## src/rtl/game_board_if.sv

```systemverilog
// Move/board bus between the move sources and the tic-tac-toe board controller.
// The master side submits moves; the slave side (the board) reports game state.
interface game_board_if;
  logic [3:0]  update_loc;
  logic [1:0]  update_val;
  logic        submit;
  logic        reset;
  logic [17:0] board_state;
  logic        turn;
  logic [3:0]  move_cnt;
  logic        game_over;
  logic [1:0]  winner;
  logic        move_err;

  modport master (
    output update_loc, update_val, submit, reset,
    input  board_state, turn, move_cnt, game_over, winner, move_err
  );

  modport slave (
    input  update_loc, update_val, submit, reset,
    output board_state, turn, move_cnt, game_over, winner, move_err
  );
endinterface

```

## src/rtl/game_board.sv

```systemverilog
// Tic-tac-toe board controller: synchronizes move strobes, validates and applies
// moves, then scores the board for win/draw and hands the turn to the other side.
//
//  state   | meaning
//  --------+--------------------------------------------------------------
//  S_PLAY  | waiting for a submit edge; valid move is written, bad one flagged
//  S_CHECK | one cycle scoring the freshly written board
//  S_DONE  | game decided; board frozen until a game reset
module game_board #(
  parameter logic FIRST_TURN  = 1'b0,
  parameter int   SYNC_STAGES = 2
) (
  input  logic          clk,
  input  logic          rst_n,
  game_board_if.slave   bif
);

  localparam logic [1:0] S_PLAY  = 2'd0;
  localparam logic [1:0] S_CHECK = 2'd1;
  localparam logic [1:0] S_DONE  = 2'd2;

  localparam logic [1:0] MARK_X    = 2'b01;
  localparam logic [1:0] MARK_O    = 2'b10;
  localparam logic [1:0] WIN_NONE  = 2'b00;
  localparam logic [1:0] WIN_DRAW  = 2'b11;
  localparam logic [3:0] CNT_FULL  = 4'd9;

  logic [1:0]             state;
  logic [17:0]            board;
  logic                   turn;
  logic [3:0]             move_cnt;
  logic                   game_over;
  logic [1:0]             winner;
  logic                   move_err;

  logic [SYNC_STAGES-1:0] sub_sync;
  logic [SYNC_STAGES-1:0] rst_sync;
  logic                   sub_d;
  logic                   sub_in;
  logic                   rst_in;
  logic                   sub_s;
  logic                   rst_s;
  logic                   sub_edge;

  logic [1:0]             cur_cell;
  logic                   loc_ok;
  logic [1:0]             turn_mark;
  logic                   move_ok;
  logic [17:0]            board_wr;
  logic                   x_win;
  logic                   o_win;

  // Undriven or unknown strobes from the movers must never look like a request.
  assign sub_in = (bif.submit === 1'b1);
  assign rst_in = (bif.reset === 1'b1);

  always_ff @(posedge clk or negedge rst_n) begin
    if (!rst_n) begin
      sub_sync <= '0;
      rst_sync <= '0;
      sub_d    <= 1'b0;
    end else begin
      sub_sync <= {sub_sync[SYNC_STAGES-2:0], sub_in};
      rst_sync <= {rst_sync[SYNC_STAGES-2:0], rst_in};
      sub_d    <= sub_s;
    end
  end

  assign sub_s    = sub_sync[SYNC_STAGES-1];
  assign rst_s    = rst_sync[SYNC_STAGES-1];
  assign sub_edge = sub_s & ~sub_d;

  always_comb begin
    cur_cell = 2'b00;
    loc_ok   = 1'b0;
    board_wr = board;
    for (int i = 0; i < 9; i++) begin
      if (bif.update_loc == 4'(i)) begin
        cur_cell           = board[2*i +: 2];
        loc_ok             = 1'b1;
        board_wr[2*i +: 2] = bif.update_val;
      end
    end
  end

  assign turn_mark = turn ? MARK_O : MARK_X;
  assign move_ok   = loc_ok && (cur_cell == 2'b00) && (bif.update_val == turn_mark);

  function automatic logic has_line(input logic [17:0] b, input logic [1:0] m);
    logic [8:0] hit;
    for (int i = 0; i < 9; i++) hit[i] = (b[2*i +: 2] == m);
    return (hit[0] & hit[1] & hit[2]) | (hit[3] & hit[4] & hit[5]) |
           (hit[6] & hit[7] & hit[8]) | (hit[0] & hit[3] & hit[6]) |
           (hit[1] & hit[4] & hit[7]) | (hit[2] & hit[5] & hit[8]) |
           (hit[0] & hit[4] & hit[8]) | (hit[2] & hit[4] & hit[6]);
  endfunction

  assign x_win = has_line(board, MARK_X);
  assign o_win = has_line(board, MARK_O);

  always_ff @(posedge clk or negedge rst_n) begin
    if (!rst_n) begin
      state     <= S_PLAY;
      board     <= '0;
      turn      <= FIRST_TURN;
      move_cnt  <= '0;
      game_over <= 1'b0;
      winner    <= WIN_NONE;
      move_err  <= 1'b0;
    end else if (rst_s) begin
      // Game restart swallows any coincident submit edge without flagging it.
      state     <= S_PLAY;
      board     <= '0;
      turn      <= FIRST_TURN;
      move_cnt  <= '0;
      game_over <= 1'b0;
      winner    <= WIN_NONE;
      move_err  <= 1'b0;
    end else begin
      move_err <= 1'b0;
      case (state)
        S_PLAY: begin
          if (sub_edge) begin
            if (move_ok) begin
              board    <= board_wr;
              move_cnt <= (move_cnt == CNT_FULL) ? CNT_FULL : move_cnt + 4'd1;
              state    <= S_CHECK;
            end else begin
              move_err <= 1'b1;
            end
          end
        end
        S_CHECK: begin
          if (sub_edge) move_err <= 1'b1;
          if (x_win) begin
            winner    <= MARK_X;
            game_over <= 1'b1;
            state     <= S_DONE;
          end else if (o_win) begin
            winner    <= MARK_O;
            game_over <= 1'b1;
            state     <= S_DONE;
          end else if (move_cnt == CNT_FULL) begin
            winner    <= WIN_DRAW;
            game_over <= 1'b1;
            state     <= S_DONE;
          end else begin
            turn  <= ~turn;
            state <= S_PLAY;
          end
        end
        S_DONE: begin
          if (sub_edge) move_err <= 1'b1;
        end
        default: state <= S_PLAY;
      endcase
    end
  end

  assign bif.board_state = board;
  assign bif.turn        = turn;
  assign bif.move_cnt    = move_cnt;
  assign bif.game_over   = game_over;
  assign bif.winner      = winner;
  assign bif.move_err    = move_err;

endmodule
```

## src/flat_wrapper.sv

```systemverilog
// flat-port wrapper written by rule: the top's interface ports become plain ports
module game_board_flat 
#(
  parameter logic FIRST_TURN  = 1'b0,
  parameter int   SYNC_STAGES = 2
)
  (clk, rst_n, bif_update_loc, bif_update_val, bif_submit, bif_reset, bif_board_state, bif_turn, bif_move_cnt, bif_game_over, bif_winner, bif_move_err);
  game_board_if bif_i ();
  input  logic clk;
  input  logic rst_n;
  input wire logic [$bits(bif_i.update_loc)-1:0] bif_update_loc;
  input wire logic [$bits(bif_i.update_val)-1:0] bif_update_val;
  input wire logic [$bits(bif_i.submit)-1:0] bif_submit;
  input wire logic [$bits(bif_i.reset)-1:0] bif_reset;
  output wire logic [$bits(bif_i.board_state)-1:0] bif_board_state;
  output wire logic [$bits(bif_i.turn)-1:0] bif_turn;
  output wire logic [$bits(bif_i.move_cnt)-1:0] bif_move_cnt;
  output wire logic [$bits(bif_i.game_over)-1:0] bif_game_over;
  output wire logic [$bits(bif_i.winner)-1:0] bif_winner;
  output wire logic [$bits(bif_i.move_err)-1:0] bif_move_err;
  assign bif_i.update_loc = bif_update_loc;
  assign bif_i.update_val = bif_update_val;
  assign bif_i.submit = bif_submit;
  assign bif_i.reset = bif_reset;
  assign bif_board_state = bif_i.board_state;
  assign bif_turn = bif_i.turn;
  assign bif_move_cnt = bif_i.move_cnt;
  assign bif_game_over = bif_i.game_over;
  assign bif_winner = bif_i.winner;
  assign bif_move_err = bif_i.move_err;
  game_board #(.FIRST_TURN(FIRST_TURN), .SYNC_STAGES(SYNC_STAGES)) u_core (.clk(clk), .rst_n(rst_n), .bif(bif_i));
endmodule
```

## config.mk

```make
export PLATFORM = sky130hd
export DESIGN_NAME = game_board_flat
export DESIGN_NICKNAME = d
export VERILOG_FILES = /design/src/rtl/game_board_if.sv /design/src/rtl/game_board.sv /design/src/flat_wrapper.sv
export SDC_FILE = /design/constraint.sdc
export NUM_CORES = 1
export LEC_CHECK = 0
export ABC_AREA = 1
export ABC_CLOCK_PERIOD_IN_PS = 2500
export CAP_MARGIN = 20
export CORE_ASPECT_RATIO = 0.7
export CORE_MARGIN = 2
export CORE_UTILIZATION = 35
export CTS_CLUSTER_SIZE = 14
export DETAILED_ROUTE_END_ITERATION = 7
export GPL_TIMING_DRIVEN = 0
export PLACE_DENSITY_LB_ADDON = 0.2
export SYNTH_ARGS = -nofsm -noshare
export SYNTH_HDL_FRONTEND = slang
export SYNTH_SLANG_ARGS = --single-unit
```

## constraint.sdc

```tcl
create_clock -name clk -period 2.5 [get_ports clk]
set_input_delay 0.75 -clock clk [delete_from_list [all_inputs] [get_ports clk]]
set_output_delay 0.75 -clock clk [all_outputs]
set_load 0.02 [all_outputs]
```

* Word-level counts from Yosys, hierarchy flattened
Cells that the tools add are included.
Storage, ports and cells: bits in registers 34, word-level logic and storage cells 203
Operators by class: $add $sub $neg 1, equal/unequal tests 38, mux-type cells 64, bitwise gates (word level) 49, reductions and logical operators 33
Operators with widths (count):
- two-way mux 18 bit | 4
- two-way mux 2 bit | 30
- AND reduction 4 bit | 10
- bitwise AND 1 bit | 33
- nonzero test 2 bit | 13
- two-way mux 1 bit | 23
- == test 2 x 1 -> 1 bit, second input constant | 10
- == test 2 bit, second input constant | 10
- two-way mux 4 bit | 5
- == test 4 x 3 -> 1 bit, second input constant | 4
- OR 1 bit | 14
- == test 4 x 2 -> 1 bit, second input constant | 2
- == test 4 bit, second input constant | 2
- inequality test 2 x 1 -> 1 bit, second input constant | 4
- inequality test 3 x 1 -> 1 bit, second input constant | 2
- one-hot mux 2 bit (3 select lines) | 1
- AND reduction 3 bit | 2
- adder 4 x 1 -> 4 bit, second input constant | 1
- == test 4 x 1 -> 1 bit, second input constant | 1
- zero test 2 bit | 2
- zero test 4 bit | 1
- nonzero test 4 bit | 1
- == test 2 bit | 1
- case equality test 1 bit, second input constant | 2
- other kinds (5) | 7

* Logic depth before layout (Yosys ltp)
depth after elaboration 17, mapped depth 17

* Worst setup path before layout
No wires, ideal clock.
kind input-to-reg, start point input port bif_update_val[1], end point register u_core.board[5] (netlist: u_core.bif.board_state[5]), setup time 128 ps, arrival 1945 ps, slack 427 ps, cell stages on the path 7, buffers on the path 0, cells stage by stage or3_1 a221oi_2 nand3_4 nand2_8 nand2_4 nand2_1 o21ai_1
On the way: word-level cells in the longest chain between the ends 5, elaborated cells between the ends (all ways) 9, those cells by class 1 x eq/ne; 5 x mux; 3 x reduce/logical
RTL lines:
- from (decl) | RTL line flat_wrapper.sv:12 | input wire logic [$bits(bif_i.update_val)-1:0] bif_update_val;
- two-way mux 2 bit | RTL line game_board.sv:78 | if (bif.update_loc == 4'(i)) begin
- two-way mux 18 bit | RTL line game_board.sv:124 | if (move_ok) begin
- two-way mux 18 bit | RTL line game_board.sv:123 | if (sub_edge) begin
- two-way mux 18 bit | RTL line game_board.sv:121 | case (state)
- two-way mux 18 bit | RTL line game_board.sv:110 | end else if (rst_s) begin
- to (signal assigned) | RTL line game_board.sv:125 | board <= board_wr;
- to (decl) | RTL line game_board.sv:29 | logic [17:0] board;
Parallel ways exist; a longest one is shown, timed or not. The select of a mux whose other input is x is not followed. A chain may end at the register's enable or synchronous reset.

* Worst setup path after layout
start point input port bif_update_val[0], end point register u_core.move_cnt[0] (netlist: u_core.bif.move_cnt[0])
On the way: word-level cells in the longest chain between the ends 4
RTL lines:
- == test 2 bit | RTL line game_board.sv:87 | assign move_ok = loc_ok && (cur_cell == 2'b00) && (bif.update_val == turn_mark);
- logical AND 1 bit | RTL line game_board.sv:87
- nonzero test 2 bit (no line)
- AND reduction 3 bit (no line)
- to (signal assigned) | RTL line game_board.sv:126 | move_cnt <= (move_cnt == CNT_FULL) ? CNT_FULL : move_cnt + 4'd1;
- to (decl) | RTL line game_board.sv:31 | logic [3:0] move_cnt;
No other way between the ends.

==> metrics.yaml <==
status: "finished, final reports clean"
hp-start: "u_core.rst_sync[0]"
grt_max_degree: 35
cts-root-buf: "clkbuf_8"
nets: 328
drv_slew: 0
p_leak_uw: 0.00125
synth_nets: 285
p_seq_frac: 0.382
core_mm2: 0.00570
drive_above_1_share: 0.115
worst_slew_pin_slew_ps: 766
cts_tree: "yes"
cp.arrival_ps: 2550
slowest_delay_ps: 480
crit_buf_inv: 3
critPathTopFamily: "simple AND/OR/NAND/NOR gates"
die_h_um: 68.1
cts_setup_buffers: 0
synth_cell_type_count: 26
drt_first_pass_iters: 4
fin_crit_sh: 0.951
reg2reg_slack_ps: 620
place_hpwl_um: 3840
track_usage: 0.171
hold_viol: 0
required_ps: 2680
cp-end-kind: "flop"
maxCapViolations: 0
antenna_found_initial: 0
gp_congestion: 0.848
synth_cells: 269
post_drt_via_cell_ratio: 4.72
rr_startpoint: "u_core.bif.turn"
hold_class: "reg -> reg"
grt_pass1_vias: 1555
num_rows: 23
setup_violations: 0
clkPwrFrac: 0.353
synth_seq_cells: 34
top_layer: "met4"
grt-ovfl-total: 0
met2_length_um: 1860
num_vias: 1831
syn_area_mm2: 0.00205
htreeDepth: 2
path_max_fanout: 5
internal_power_uw: 1180
yosysWarningCount: 0
syn_to_final_growth_pct: 29.8
synth_seq_area_share: 0.414
fmax_ghz: 0.421
io_buffer_count: 36
post_drt_wl_per_cell_um: 13.3
holdBufCountCts: 0
cts_buffers: 5
slew_headroom: 0.489
rsz0062_at_grt: "false"
drc_errors: 0
cts_sinks: 34
p_comb_frac: 0.265
fin_crit_ps: 2380
swShare: 0.325
finalSetupTns_ps: 0
place_inst: 380
routed_wl_um: 5150
avgSynthCellArea_um2: 7.64
crit_path_top_delay_cell: "clkdlybuf4s50_1"
irDropWorstVdd_mv: 0.385
powerDensity_mw_per_mm2: 657
switchingPower_uw: 569
clockBufferDepth: 2
finalNonFillerCells: 388
dr_wl_met3_um: 403
wl_met1_um: 2860
antenna_cells: 0
reg2reg_depth: 7
clock_skew_ps: 6.01
clk_latency_ps: 290
drt_iter0_markers: 96
dieArea_mm2: 0.00651
path_cells: "clkdlybuf4s50_1 -> inv_1 -> or3_1 -> a221oi_4 -> nand3_2 -> nor2_4 -> inv_2 -> nand3_1 -> nand2_1"
initial_core_util: 0.361
grt_pass1_wl_um: 8160
dieWidth_um: 95.6
whs_endpoint: "u_core.rst_sync[1]"
clk_pin_slew_worst_paths_ps: 70
rr_endpoint: "u_core.bif.move_cnt[0]"
antenna_left: 0
hold_path_depth: 0
io_pins: 37
path_class: "in -> reg"
critPathLaunchType: "primary input"
stage by stage:
step                power, uW  cell area (um2)  setup WS, ps  utilization  hold WS (ps)
CTS                      1760             2650          7.95        0.466           353
finish                   1750             2670           123        0.468           350
global placement         1140             2510          -341        0.440           334
global route             1850             2670          13.5        0.468           360
floorplan                 951             2050           427            -           331
detailed placement       1140             2500          -337        0.439           335
cells in the mapped netlist:
library cell | count | area share
nand2_1 | 66 | 0.12
dfrtp_1 | 34 | 0.41
inv_1 | 32 | 0.058
nand3_1 | 27 | 0.066
nor2_1 | 23 | 0.042
o21ai_1 | 20 | 0.049
o21ai_0 | 13 | 0.032
nand2_4 | 9 | 0.049
ha_1 | 6 | 0.037
a21oi_1 | 5 | 0.012
inv_2 | 5 | 0.0091
nor2_2 | 4 | 0.012
nor3_1 | 4 | 0.0097
o22ai_1 | 4 | 0.012
clkbuf_1 | 2 | 0.0037
nand3_2 | 2 | 0.0097
nand4_1 | 2 | 0.0061
nor2_4 | 2 | 0.011
xnor2_1 | 2 | 0.0085
a221oi_2 | 1 | 0.0073
nand2_2 | 1 | 0.0030
nand2_8 | 1 | 0.0097
nand3_4 | 1 | 0.0085
nor4_1 | 1 | 0.0030
o31ai_1 | 1 | 0.0037
or3_1 | 1 | 0.0030
state kept, by name, summed over array words and instances (netlist names):
register                flops
u_core.bif.board_state     18
u_core.bif.move_cnt         4
u_core.bif.winner           2
u_core.rst_sync             2
u_core.state                2
u_core.sub_sync             2
u_core.bif.game_over        1
u_core.bif.move_err         1
u_core.bif.turn             1
u_core.sub_d                1
worst max path at each step:
stage                      startpoint                        end  slack, ps  cells after the start
CTS                 bif_update_loc[1]     u_core.bif.move_cnt[0]          8                      9
global route        bif_update_val[0]     u_core.bif.move_cnt[0]         10                      9
detailed placement  bif_update_loc[1]     u_core.bif.move_cnt[0]       -340                      9
floorplan           bif_update_val[1]  u_core.bif.board_state[5]        430                      7
finish              bif_update_val[0]     u_core.bif.move_cnt[0]        120                      9
global placement    bif_update_loc[1]     u_core.bif.move_cnt[0]       -340                      9
power by group through the flow:
stage | sequential, uW | clock, uW | combinational, uW
after floorplan | 720 | 0 | 231
after global placement | 679 | 0 | 457
after detailed placement | 678 | 0 | 459
after CTS | 668 | 629 | 466
after global routing | 679 | 657 | 515
final | 669 | 619 | 464
cell families (layout without fill, tap and decap cells):
group | Yosys count | count (layout) | share of synthesized area
flip-flops | 34 | 34 | 0.414
AND/OR/NAND/NOR | 144 | 144 | 0.354
adder cells (fa/ha/maj) | 6 | 6 | 0.0365
XOR/XNOR | 2 | 2 | 0.00853
buffers and inverters | 39 | 83 | 0.0713
AO/OA/AOI/OAI | 44 | 44 | 0.116
final cells by class:
type                            instances  area, um2
Clock inverter                          3       68.8
Timing Repair Buffer                   36        365
Inverter                               37        139
Clock buffer                            5       68.8
Fill cell                             583       3030
Tap cell                               75       93.8
Multi-Input combinational cell        196       1070
Buffer                                  2       7.51
Sequential cell                        34        851
per-layer routing:
layer	GRT usage	vias to the layer above
met5	0	-
met4	0.0536	0
met3	0.0474	2
met2	0.203	58
met1	0.281	811
li1	-	960
placed cells by master (no fill, tap or decap), types with 2 or more instances in the layout:
master,netlist,final
nand3_1,27,26
nand2_4,9,9
inv_1,32,32
clkbuf_8,0,5
a21oi_1,5,5
nor2_1,23,23
dfrtp_1,34,34
ha_1,6,6
dlymetal6s2s_1,0,4
o22ai_1,4,4
bufinv_16,0,2
nand4_1,2,2
xnor2_1,2,2
nor3_1,4,4
o21ai_0,13,13
inv_2,5,5
clkdlybuf4s50_1,0,31
clkbuf_1,2,2
nor2_2,4,4
o21ai_1,20,20
nand3_2,2,3
nand2_1,66,66
nor2_4,2,2
timing repair:
item / in CTS / in global routing
endpoints found under the setup margin: 8 / 24
pin swaps: 0 / 3
gates resized for setup: 1 / 5
Power figures use the tool's default switching activity.
